==> src/rtl/mmio_pkg.sv <==
// Shared definitions for the MMIO port responder: register offsets, CTRL bits, default window.
package mmio_pkg;

  localparam logic [31:0] DEFAULT_BASE_ADDR = 32'hFFFF_0000;

  // Byte offsets within the 32-byte window
  localparam logic [4:0] OFS_PORT_OUT  = 5'h00;
  localparam logic [4:0] OFS_PORT_IN   = 5'h04;
  localparam logic [4:0] OFS_EDGE_STAT = 5'h08;
  localparam logic [4:0] OFS_EDGE_MASK = 5'h0C;
  localparam logic [4:0] OFS_TMR_COUNT = 5'h10;
  localparam logic [4:0] OFS_TMR_CMP   = 5'h14;
  localparam logic [4:0] OFS_CTRL      = 5'h18;

  // CTRL register bit positions
  localparam int unsigned CTRL_TMR_EN     = 0;
  localparam int unsigned CTRL_TMR_FLAG   = 1;
  localparam int unsigned CTRL_TMR_IRQ_EN = 2;

  // Word index (Address[4:2]) to byte offset; byte lanes are ignored
  function automatic logic [4:0] word_to_offset(input logic [2:0] word);
    return {word, 2'b00};
  endfunction

endpackage

==> src/rtl/input_sync_edge.sv <==
// Two-flop synchronizer for asynchronous inputs with a rising-edge detector behind it.
module input_sync_edge #(
  parameter int unsigned WIDTH = 8
) (
  input  logic             clk_i,
  input  logic             reset_i,
  input  logic [WIDTH-1:0] data_i,
  output logic [WIDTH-1:0] sync_o,
  output logic [WIDTH-1:0] rise_o
);

  logic [WIDTH-1:0] sync1_q;
  logic [WIDTH-1:0] sync2_q;
  logic [WIDTH-1:0] prev_q;

  // Synchronizer chain plus one-cycle history for edge detection
  always_ff @(posedge clk_i) begin
    if (reset_i) begin
      sync1_q <= '0;
      sync2_q <= '0;
      prev_q  <= '0;
    end else begin
      sync1_q <= data_i;
      sync2_q <= sync1_q;
      prev_q  <= sync2_q;
    end
  end

  assign sync_o = sync2_q;
  assign rise_o = sync2_q & ~prev_q;

endmodule

==> src/rtl/mmio_port_responder.sv <==
// Data-bus MMIO responder: output port, synchronized edge-detecting input port, timer with compare.
module mmio_port_responder
  import mmio_pkg::*;
#(
  parameter logic [31:0] BASE_ADDR = DEFAULT_BASE_ADDR,
  parameter int unsigned IN_WIDTH  = 8
) (
  input  logic                clk,
  input  logic                reset,
  input  logic [31:0]         Address,
  input  logic [31:0]         WriteData,
  input  logic                MemRead,
  input  logic                MemWrite,
  output logic [31:0]         ReadData,
  output logic                Hit,
  input  logic [IN_WIDTH-1:0] PortIn,
  output logic [31:0]         PortOut,
  output logic                Irq
);

  logic [4:0]          reg_ofs;
  logic                wr_en;
  logic                unused_addr_bits;

  logic [31:0]         port_out_q, port_out_d;
  logic [IN_WIDTH-1:0] edge_stat_q, edge_stat_d;
  logic [IN_WIDTH-1:0] edge_mask_q, edge_mask_d;
  logic [31:0]         tmr_count_q, tmr_count_d;
  logic [31:0]         tmr_cmp_q, tmr_cmp_d;
  logic                tmr_en_q, tmr_en_d;
  logic                tmr_flag_q, tmr_flag_d;
  logic                tmr_irq_en_q, tmr_irq_en_d;

  logic [IN_WIDTH-1:0] port_in_sync;
  logic [IN_WIDTH-1:0] port_in_rise;
  logic [IN_WIDTH-1:0] stat_clr;
  logic                flag_clr;
  logic                flag_set;
  logic                cmp_match;
  logic [31:0]         rd_data;

  assign Hit              = (Address[31:5] == BASE_ADDR[31:5]);
  assign reg_ofs          = word_to_offset(Address[4:2]);
  assign wr_en            = MemWrite & Hit;
  assign unused_addr_bits = ^Address[1:0];

  input_sync_edge #(
    .WIDTH (IN_WIDTH)
  ) u_input_sync_edge (
    .clk_i   (clk),
    .reset_i (reset),
    .data_i  (PortIn),
    .sync_o  (port_in_sync),
    .rise_o  (port_in_rise)
  );

  // Register writes; W1C requests are gathered and applied with set-wins priority below
  always_comb begin
    port_out_d   = port_out_q;
    edge_mask_d  = edge_mask_q;
    tmr_cmp_d    = tmr_cmp_q;
    tmr_en_d     = tmr_en_q;
    tmr_irq_en_d = tmr_irq_en_q;
    stat_clr     = '0;
    flag_clr     = 1'b0;
    if (wr_en) begin
      case (reg_ofs)
        OFS_PORT_OUT:  port_out_d  = WriteData;
        OFS_EDGE_STAT: stat_clr    = WriteData[IN_WIDTH-1:0];
        OFS_EDGE_MASK: edge_mask_d = WriteData[IN_WIDTH-1:0];
        OFS_TMR_CMP:   tmr_cmp_d   = WriteData;
        OFS_CTRL: begin
          tmr_en_d     = WriteData[CTRL_TMR_EN];
          flag_clr     = WriteData[CTRL_TMR_FLAG];
          tmr_irq_en_d = WriteData[CTRL_TMR_IRQ_EN];
        end
        default: ;
      endcase
    end
    edge_stat_d = (edge_stat_q & ~stat_clr) | port_in_rise;
    tmr_flag_d  = (tmr_flag_q & ~flag_clr) | flag_set;
  end

  // Compare value 0 disables matching, so the counter then free-runs and wraps
  assign cmp_match = (tmr_cmp_q != '0) && (tmr_count_q == tmr_cmp_q);

  // Timer next state: restart at 0 on a match, otherwise count up while enabled
  always_comb begin
    tmr_count_d = tmr_count_q;
    flag_set    = 1'b0;
    if (tmr_en_q) begin
      if (cmp_match) begin
        tmr_count_d = '0;
        flag_set    = 1'b1;
      end else begin
        tmr_count_d = tmr_count_q + 32'd1;
      end
    end
  end

  // State registers
  always_ff @(posedge clk) begin
    if (reset) begin
      port_out_q   <= '0;
      edge_stat_q  <= '0;
      edge_mask_q  <= '0;
      tmr_count_q  <= '0;
      tmr_cmp_q    <= '0;
      tmr_en_q     <= 1'b0;
      tmr_flag_q   <= 1'b0;
      tmr_irq_en_q <= 1'b0;
    end else begin
      port_out_q   <= port_out_d;
      edge_stat_q  <= edge_stat_d;
      edge_mask_q  <= edge_mask_d;
      tmr_count_q  <= tmr_count_d;
      tmr_cmp_q    <= tmr_cmp_d;
      tmr_en_q     <= tmr_en_d;
      tmr_flag_q   <= tmr_flag_d;
      tmr_irq_en_q <= tmr_irq_en_d;
    end
  end

  // Read mux; shows pre-write state when a load and store coincide
  always_comb begin
    rd_data = '0;
    case (reg_ofs)
      OFS_PORT_OUT:  rd_data = port_out_q;
      OFS_PORT_IN:   rd_data = 32'(port_in_sync);
      OFS_EDGE_STAT: rd_data = 32'(edge_stat_q);
      OFS_EDGE_MASK: rd_data = 32'(edge_mask_q);
      OFS_TMR_COUNT: rd_data = tmr_count_q;
      OFS_TMR_CMP:   rd_data = tmr_cmp_q;
      OFS_CTRL: begin
        rd_data[CTRL_TMR_EN]     = tmr_en_q;
        rd_data[CTRL_TMR_FLAG]   = tmr_flag_q;
        rd_data[CTRL_TMR_IRQ_EN] = tmr_irq_en_q;
      end
      default: rd_data = '0;
    endcase
  end

  assign ReadData = (Hit && MemRead) ? rd_data : '0;
  assign PortOut  = port_out_q;
  assign Irq      = (|(edge_stat_q & edge_mask_q)) | (tmr_flag_q & tmr_irq_en_q);

endmodule

==> config.mk <==
export PLATFORM = sky130hd
export DESIGN_NAME = mmio_port_responder
export DESIGN_NICKNAME = d
export VERILOG_FILES = /design/src/rtl/mmio_pkg.sv /design/src/rtl/input_sync_edge.sv /design/src/rtl/mmio_port_responder.sv
export SDC_FILE = /design/constraint.sdc
export NUM_CORES = 1
export LEC_CHECK = 0
export ABC_CLOCK_PERIOD_IN_PS = 4500
export BUFFER_PORTS_ARGS = -buffer_cell sky130_fd_sc_hd__buf_2
export CORE_ASPECT_RATIO = 0.7
export CORE_UTILIZATION = 40
export DETAILED_ROUTE_END_ITERATION = 10
export GPL_TIMING_DRIVEN = 1
export PLACE_DENSITY = 0.67
export SLEW_MARGIN = 20
export SYNTH_ARGS = -nofsm -noshare
export SYNTH_HDL_FRONTEND = slang
export SYNTH_SLANG_ARGS = --single-unit
export TNS_END_PERCENT = 30
==> constraint.sdc <==
create_clock -name clk -period 4.5 [get_ports clk]
set_input_delay 1.125 -clock clk [delete_from_list [all_inputs] [get_ports clk]]
set_output_delay 1.125 -clock clk [all_outputs]
set_load 0.05 [all_outputs]
# Word level (Yosys, flattened, before mapping)
# Cells that the tools add are included.
# word_totals
register_bits	139
input_bits	76
out_inout_bits	66
wordCells	51
# classes
addsub	1
eq_ne	8
muxes	10
n_bitwise	12
reduce_logical	9
# op_table
operator	count
one-hot mux 29 bit (6 select lines)	1
two-way mux 32 bit	2
adder 32 x 1 -> 32 bit (second input constant)	1
== test 32 bit	1
nonzero test 32 bit	1
== test 27 bit (second input constant)	1
bitwise AND 8 bit	3
one-hot mux 3 bit (7 select lines)	1
two-way mux 8 bit	2
NOT 8 bit	2
== test 3 bit (second input constant)	3
bitwise OR 8 bit	1
AND reduction 2 bit	4
OR reduction 8 bit	1
== test 3 x 2 -> 1 bit (second input constant)	2
logical NOT 5 bit	1
two-way mux 1 bit	4
bitwise AND 1 bit	3
== test 3 x 1 -> 1 bit (second input constant)	1
logical AND 1 bit	2
bitwise OR 1 bit	2
NOT 1 bit	1

# Longest topological paths before layout
# Gate-level depths: netlist (run 1).
# logic_depth
ltp_word	6
mapped_depth	7
depth_no_buf	6

# By module
# A second synthesis (run 1) with hierarchy kept.
# hier_totals
hier_cells	776
hier_area_um2	7001.7
# by_module_without_submodules
mod	n_inst	cells_each	area_per_inst_um2	seq_area_each_um2
mmio_port_responder	1	718	6258.5	2302.2
input_sync_edge	1	58	743.2	480.5

# Least setup slack after synthesis (run 1)
# OpenSTA, ideal clock, no wires.
# synth_path
path_kind	input -> output
start	in Address[14]
end	out ReadData[11]
arrival_time_ns	3.494
required_time_ns	3.375
slack_ns	-0.119
stages	7
n_path_buf	2
cell_sequence	or4b_4 > nor4_4 > nand3_4 > or2_1 > clkbuf_2 > buf_6 > nor2_1
# synth_between
elab_chain_cells	3
# synth_rtl
item	line_no	rtl
start, declared	mmio_port_responder.sv:10	input logic [31:0] Address,
== test 27 bit	mmio_port_responder.sv:42	assign Hit = (Address[31:5] == BASE_ADDR[31:5]);
logical AND 1 bit	mmio_port_responder.sv:143	assign ReadData = (Hit && MemRead) ? rd_data : '0;
two-way mux 32 bit	mmio_port_responder.sv:143	
end, declared	mmio_port_responder.sv:14	output logic [31:0] ReadData,
# No other way between the ends.

# Worst setup path in the final report (run 1)
# layout_path
start	in Address[14]
end	out ReadData[28]
# Same word-level chain as after synthesis.

==> results of run 1 <==
routing by layer:
layer | up-vias | track usage [%] | wire, um
li1 | 2946 | - | -
met1 | 2793 | 29.7 | 8700
met2 | 212 | 32.1 | 7920
met3 | 17 | 5.75 | 1210
met4 | 2 | 7.18 | 260
met5 | - | 0 | 13
synthesized netlist by cell type (all sizes together) (4+ instances only):
cell type    n  area share (%)
nor2       168             9.3
dfxtp      139              41
mux2i      101              15
a21oi       47             3.5
xor2        42             5.4
nor2b       29             2.7
clkbuf      28             1.6
nor4        26             2.6
nand4       24             2.5
buf         19             1.5
o21ai       18             1.3
nand2       17            0.94
inv         15            0.83
nand3       15             1.3
xnor2       11             1.4
or3          9            0.83
a22oi        8            0.88
nand2b       8            0.74
mux2         7             1.2
nor3         5            0.37
and3         4            0.37
or4          4            0.44
final cells by class:
cell class / count / area share [%]
tap: 225 / 3.43
clock buffer: 20 / 5.56
sequential: 139 / 33.9
clock inverter: 11 / 0.899
inverter: 15 / 0.686
timing repair buffer: 152 / 9.84
multi-input combinational: 573 / 45.7
flip-flops by register name (all words and copies together), names as in the netlist:
register,count
tmr_flag_q,1
PortOut,32
tmr_irq_en_q,1
u_input_sync_edge.prev_q,8
edge_mask_q,8
tmr_count_q,32
u_input_sync_edge.sync_o,8
u_input_sync_edge.sync1_q,8
edge_stat_q,8
tmr_cmp_q,32
tmr_en_q,1
power by group through the flow:
stage	Combinational [mW]	Clock, mW	Sequential [mW]
after floorplan	0.0674	0	1.27
after CTS	0.127	1.28	1.25
final	0.127	1.26	1.25
after global routing	0.139	1.34	1.25
after detailed placement	0.126	0	1.28
after global placement	0.126	0	1.28
cells by family after synthesis:
group	after synthesis	synth area share [%]
AO/OA/AOI/OAI	90	8.11
XOR/XNOR	53	6.82
adder cells (fa/ha/maj)	1	0.184
buffers and inverters	62	3.94
flip-flops	139	40.9
multiplexers	111	17.0
AND/OR/NAND/NOR	318	23.0
how the worst max path moves through the flow:
stage                              end  slack [ns]
after floorplan           ReadData[11]       -0.12
after CTS                 ReadData[28]        0.23
after global routing      ReadData[28]        0.14
after global placement     ReadData[8]        0.27
after detailed placement  ReadData[28]        0.24
final                     ReadData[28]        0.26
through the flow:
stage                     setup WS [ns]  instance area (um2)
after floorplan                  -0.119                 6800
after global placement            0.271                 7680
after detailed placement          0.239                 7680
after CTS                         0.230                 8210
after global routing              0.136                 8210
final                             0.261                 8210
critical path, cell delays in order:
cell	delay, ns
buf_2	0.09
or4b_4	0.54
nor4_4	0.37
nand3_4	0.12
or2_1	0.28
buf_12	0.18
nor2_1	0.12
buf_2	0.27
==> flow_summary.json, run 1 <==
{
  "numPortBuffers": 139,
  "cts_buffer_depth": 2,
  "finalCriticalPeriod_ns": 4.24,
  "avgSynthCellArea_um2": 8.79,
  "rr_startpoint": "tmr_count_q[3]",
  "r2r_slack_ns": 1.92,
  "finalSetupTns_ns": 0,
  "rows": 39,
  "cap_violations": 0,
  "swShare_pct": 23.4,
  "ctsResizeCount": 0,
  "slew_viol_final": 0,
  "grt_pass1_vias": 5707,
  "finalSetupViolations": 0,
  "hpwlAfterDp_um": 13000,
  "rsz0062_at_grt": "no",
  "mostFrequentLayoutCells": "nor2_1 (168), dfxtp_1 (139), buf_2 (138)",
  "chipWidth_um": 158,
  "nFillCells": 1596,
  "reg2reg_depth": 6,
  "hp-class": "reg -> reg",
  "hp-start": "u_input_sync_edge.sync1_q[6]",
  "critical_path.startpoint": "Address[14]",
  "required_ns": 3.38,
  "combPwrFrac_pct": 4.8,
  "seq_area_frac_synth_pct": 40.9,
  "seqPwrFrac_pct": 47.4,
  "finClkSkew_ns": 0.00619,
  "clkLatencyLatePin_ns": 0.43,
  "cts_made_buffers": 17,
  "initial_core_util_pct": 41.3,
  "clkPwrFrac_pct": 47.8,
  "synth_nets": 851,
  "root_buffer": "clkbuf_16",
  "period_share_pct": 94.2,
  "worst_pin_slew_ns": 1.14,
  "yosys.cell_types.count": 51,
  "multiInputGateArea_um2": 3750,
  "status": "completed",
  "viasPerCell": 5.26,
  "ant_nets": 0,
  "final_util_pct": 49.8,
  "switching_power_uw": 617,
  "cts.sinks": 139,
  "layout.nets": 975,
  "synth_seq_cells": 139,
  "crit_path_end_kind": "primary output",
  "ys_warn_count": 0,
  "power.internal_mw": 2.02,
  "firstDrtPassIters": 5,
  "postSynthCellCount": 774,
  "grt-ovfl-total": 0,
  "powerDensity_nw_per_um2": 321,
  "min_to": "u_input_sync_edge.sync_o[6]",
  "routabilityCongestion": 0.889,
  "start_kind": "input pin",
  "cts_tree": "done",
  "grt_max_degree": 61,
  "cts_setup_buffers": 0,
  "syn_to_final_growth_pct": 20.7,
  "finalHoldViolCount": 0,
  "n_antenna_cell": 0,
  "ir_worst_vdd_mv": 0.263,
  "holdPathStages": 1,
  "ctsHoldBuffers": 0,
  "critPathKind": "in -> out",
  "wl_per_cell_um": 16.0,
  "finalPower_mw": 2.64,
  "final_cells": 1135,
  "final_common_cell": "nor2_1",
  "drt_wl_total_um": 18100,
  "syn_area_um2": 6800,
  "clk_pin_slew_worst_paths_ns": 0.05,
  "drcViolationCount": 0,
  "drive_gt1_share_pct": 22.1,
  "ios": 142,
  "track_usage_pct": 21.5,
  "vias": 5970,
  "dieArea_um2": 17500,
  "core_area_um2": 16500,
  "async_flop_share_pct": 0,
  "r2r_end": "tmr_count_q[8]",
  "grt_pass1_wl_um": 29300,
  "crit_arrival_ns": 3.11,
  "crit_fanout": 23,
  "max_slew_margin_pct": 23.1,
  "antenna_found_initial": 1,
  "synth-main-ff-cell": "dfxtp_1",
  "fmaxAchievable_mhz": 236,
  "htree_levels": 4,
  "dp.cells": 1104,
  "drtIter0Drc": 430,
  "ff_latch_area_um2": 2780,
  "p_leak_nw": 4.06,
  "whs_ns": 0.433,
  "die_height_um": 111,
  "synth_edf_count": 0
}
No activity file was read; power rests on OpenSTA's default activity.
==> inputs of run 2 (changes only) <==
--- a/config.mk
+++ b/config.mk
@@ -15,5 +15,6 @@
 export SLEW_MARGIN = 20
 export SYNTH_ARGS = -nofsm -noshare
 export SYNTH_HDL_FRONTEND = slang
+export SYNTH_HIERARCHICAL = 1
 export SYNTH_SLANG_ARGS = --single-unit
 export TNS_END_PERCENT = 30
==> run 2 against run 1 <==
Compared with the run above:
- sequential power is essentially flat
- combinational power barely moved
- area after synthesis grew 2.9%
- register-to-register slack improved by 0.26 ns
- sequential cell count did not move
- cell area grew 3.1%
- clock power increased by 4%
- worst hold slack improved by 0.0020 ns
- largest power group unchanged
- highest routed layer is now met4
==> flow_summary.json, run 2 <==
{
  "rows": 40,
  "drt_wl_total_um": 18700,
  "track_usage_pct": 21.3,
  "rr_startpoint": "tmr_count_q[8]",
  "cpMostUsedCell": "buf_2",
  "final_util_pct": 49.5,
  "max_slew_margin_pct": 36.2,
  "hpwlAfterDp_um": 12900,
  "vias": 6151,
  "min_to": "u_input_sync_edge/sync_o[2]",
  "cts_setup_buffers": 0,
  "fmaxAchievable_mhz": 236,
  "routabilityCongestion": 0.840,
  "worst_slack_ns": 0.263,
  "r2r_end": "tmr_count_q[27]",
  "yosys.cell_types.count": 53,
  "finalSetupViolations": 0,
  "period_share_pct": 94.1,
  "crit_path_end_kind": "primary output",
  "ios": 142,
  "ant_nets": 0,
  "synth_seq_cells": 139,
  "r2r_slack_ns": 2.18,
  "synth_edf_count": 0,
  "cts.sinks": 139,
  "hp-class": "reg -> reg",
  "ys_warn_count": 6,
  "syn_area_um2": 7000,
  "p_leak_nw": 4.05,
  "syn_to_final_growth_pct": 20.9,
  "ctsResizeCount": 0,
  "finClkSkew_ns": 0.00883,
  "finalCriticalPeriod_ns": 4.24,
  "powerDensity_nw_per_um2": 318,
  "viasPerCell": 5.41,
  "mostFrequentLayoutCells": "dfxtp_1 (139), buf_2 (138), nor2_1 (134)",
  "cts_buffer_depth": 2,
  "dieArea_um2": 18000,
  "drcViolationCount": 0,
  "clk_pin_slew_worst_paths_ns": 0.06,
  "core_area_um2": 17100,
  "layout.nets": 970,
  "cts_made_buffers": 17,
  "crit_slowest_cell": "or4b_4",
  "yosysTopAreaCell": "dfxtp_1",
  "die_height_um": 113,
  "path_depth": 8,
  "async_flop_share_pct": 0,
  "synth_top_area_share_pct": 39.7,
  "antenna_found_initial": 0,
  "rsz0062_at_grt": "no",
  "slew_viol_final": 0,
  "critPathKind": "in -> out",
  "crit_family": "simple AND/OR/NAND/NOR gates",
  "required_ns": 3.38,
  "worst_pin_slew_ns": 0.958,
  "pre_cts_slack_ns": 0.241,
  "crit_arrival_ns": 3.11,
  "grt-ovfl-total": 0,
  "synth_nets": 853,
  "grt_pass1_wl_um": 30100,
  "n_antenna_cell": 0,
  "chipWidth_um": 160,
  "finalHoldViolCount": 0,
  "final_cells": 1137,
  "crit_chain": "buf_2 -> or4b_4 -> nor4_4 -> and2_0 -> nand2_1 -> buf_4 -> nor2_1 -> buf_2",
  "drive_gt1_share_pct": 26.8,
  "grt_pass1_vias": 5641,
  "start_kind": "input pin",
  "wl_per_cell_um": 16.4,
  "ctsHoldBuffers": 0,
  "cts_tree": "done",
  "dp.cells": 1105,
  "reg2reg_depth": 5,
  "whs_ns": 0.435,
  "synth_area_leaders": "dfxtp_1 (40%), mux2i_1 (12%), nor2_1 (7.2%), mux2_2 (4.8%), xor2_1 (4.3%)",
  "grt_max_degree": 87,
  "avgSynthCellArea_um2": 9.02,
  "synth-main-ff-cell": "dfxtp_1",
  "synthTopCellsByCount": "dfxtp_1 (139), nor2_1 (135), mux2i_1 (85)",
  "postSynthCellCount": 776,
  "cap_violations": 0,
  "synth.most_common_cell": "dfxtp_1",
  "final_common_cell": "dfxtp_1",
  "seq_area_frac_synth_pct": 39.7,
  "holdPathStages": 1,
  "root_buffer": "clkbuf_16",
  "worst-path-buf-inv": 3,
  "drtIter0Drc": 490,
  "clkLatencyLatePin_ns": 0.43,
  "crit_fanout": 7,
  "ir_worst_vdd_mv": 0.282,
  "numPortBuffers": 139,
  "hp-start": "u_input_sync_edge/sync1_q[2]",
  "cp_slowest_stage_delay_ns": 0.54,
  "status": "completed",
  "initial_core_util_pct": 40.9,
  "htree_levels": 4,
  "firstDrtPassIters": 5
}
## run 2: changes by cell type after synthesis, moves of 8 or more
cell,previous run,this run
nor2b_1,29,18
nor4_1,25,43
or3_1,9,0
xor2_1,42,34
clkbuf_1,26,40
a22oi_1,8,35
a21oi_1,47,4
mux2i_1,101,85
nor2_1,168,135
mux2_2,7,30
nor3_1,5,23
nor2b_2,0,14
## run 2: kinds of logic (layout without fill, tap and decap cells)
group                    count (synthesis)  in the layout  share of synthesized area [%]
adder cells (fa/ha/maj)                  1              1                          0.179
multiplexers                           118            118                           17.9
buffers and inverters                   70            200                           4.18
XOR/XNOR                                45             45                           5.63
flip-flops                             139            139                           39.7
AND/OR/NAND/NOR                        326            326                           24.4
AO/OA/AOI/OAI                           77             77                           7.95
## run 2: area by class of cell
| cell class | instances | area (um2) |
|---|---|---|
| Inverter | 13 | 48.8 |
| Timing Repair Buffer | 155 | 843 |
| Fill cell | 1647 | 8650 |
| Tap cell | 231 | 289 |
| Clock inverter | 8 | 60.1 |
| Sequential cell | 139 | 2780 |
| Clock buffer | 24 | 502 |
| Multi-Input combinational cell | 567 | 3940 |
## run 2: stage by stage
step / power, mW / area, um2 / setup TNS [ns]
floorplan: 1.34 / 7010 / -4.41
global placement: 1.40 / 7900 / 0
detailed placement: 1.41 / 7900 / 0
CTS: 2.72 / 8470 / 0
global route: 2.80 / 8470 / 0
finish: 2.69 / 8470 / 0
## run 2: power breakdown
part | internal, mW | leakage [nW] | switching [mW]
combinational | 0.0542 | 2.67 | 0.0756
sequential | 1.24 | 1.12 | 0.00627
clock | 0.778 | 0.261 | 0.534
total | 2.08 | 4.05 | 0.616
## run 2: worst max-delay path by stage
stage / startpoint / end / slack, ns
2_1_floorplan: Address[14] / ReadData[11] / -0.18
3_3_place_gp: Address[14] / ReadData[10] / 0.25
3_5_place_dp: Address[14] / ReadData[9] / 0.24
4_1_cts: Address[14] / ReadData[9] / 0.24
5_1_grt: Address[14] / ReadData[12] / 0.11
6_report: Address[14] / ReadData[3] / 0.26
## run 2: routing by layer
| layer | vias up | share of wire (%) | routed length (um) | track usage [%] |
|---|---|---|---|---|
| met5 | - | 0 | 0 | 0 |
| met4 | 0 | 1.6 | 303 | 8.51 |
| met3 | 21 | 5.6 | 1040 | 5.28 |
| met2 | 181 | 43 | 8110 | 31.2 |
| met1 | 2935 | 49 | 9230 | 29.8 |
| li1 | 3014 | - | - | - |
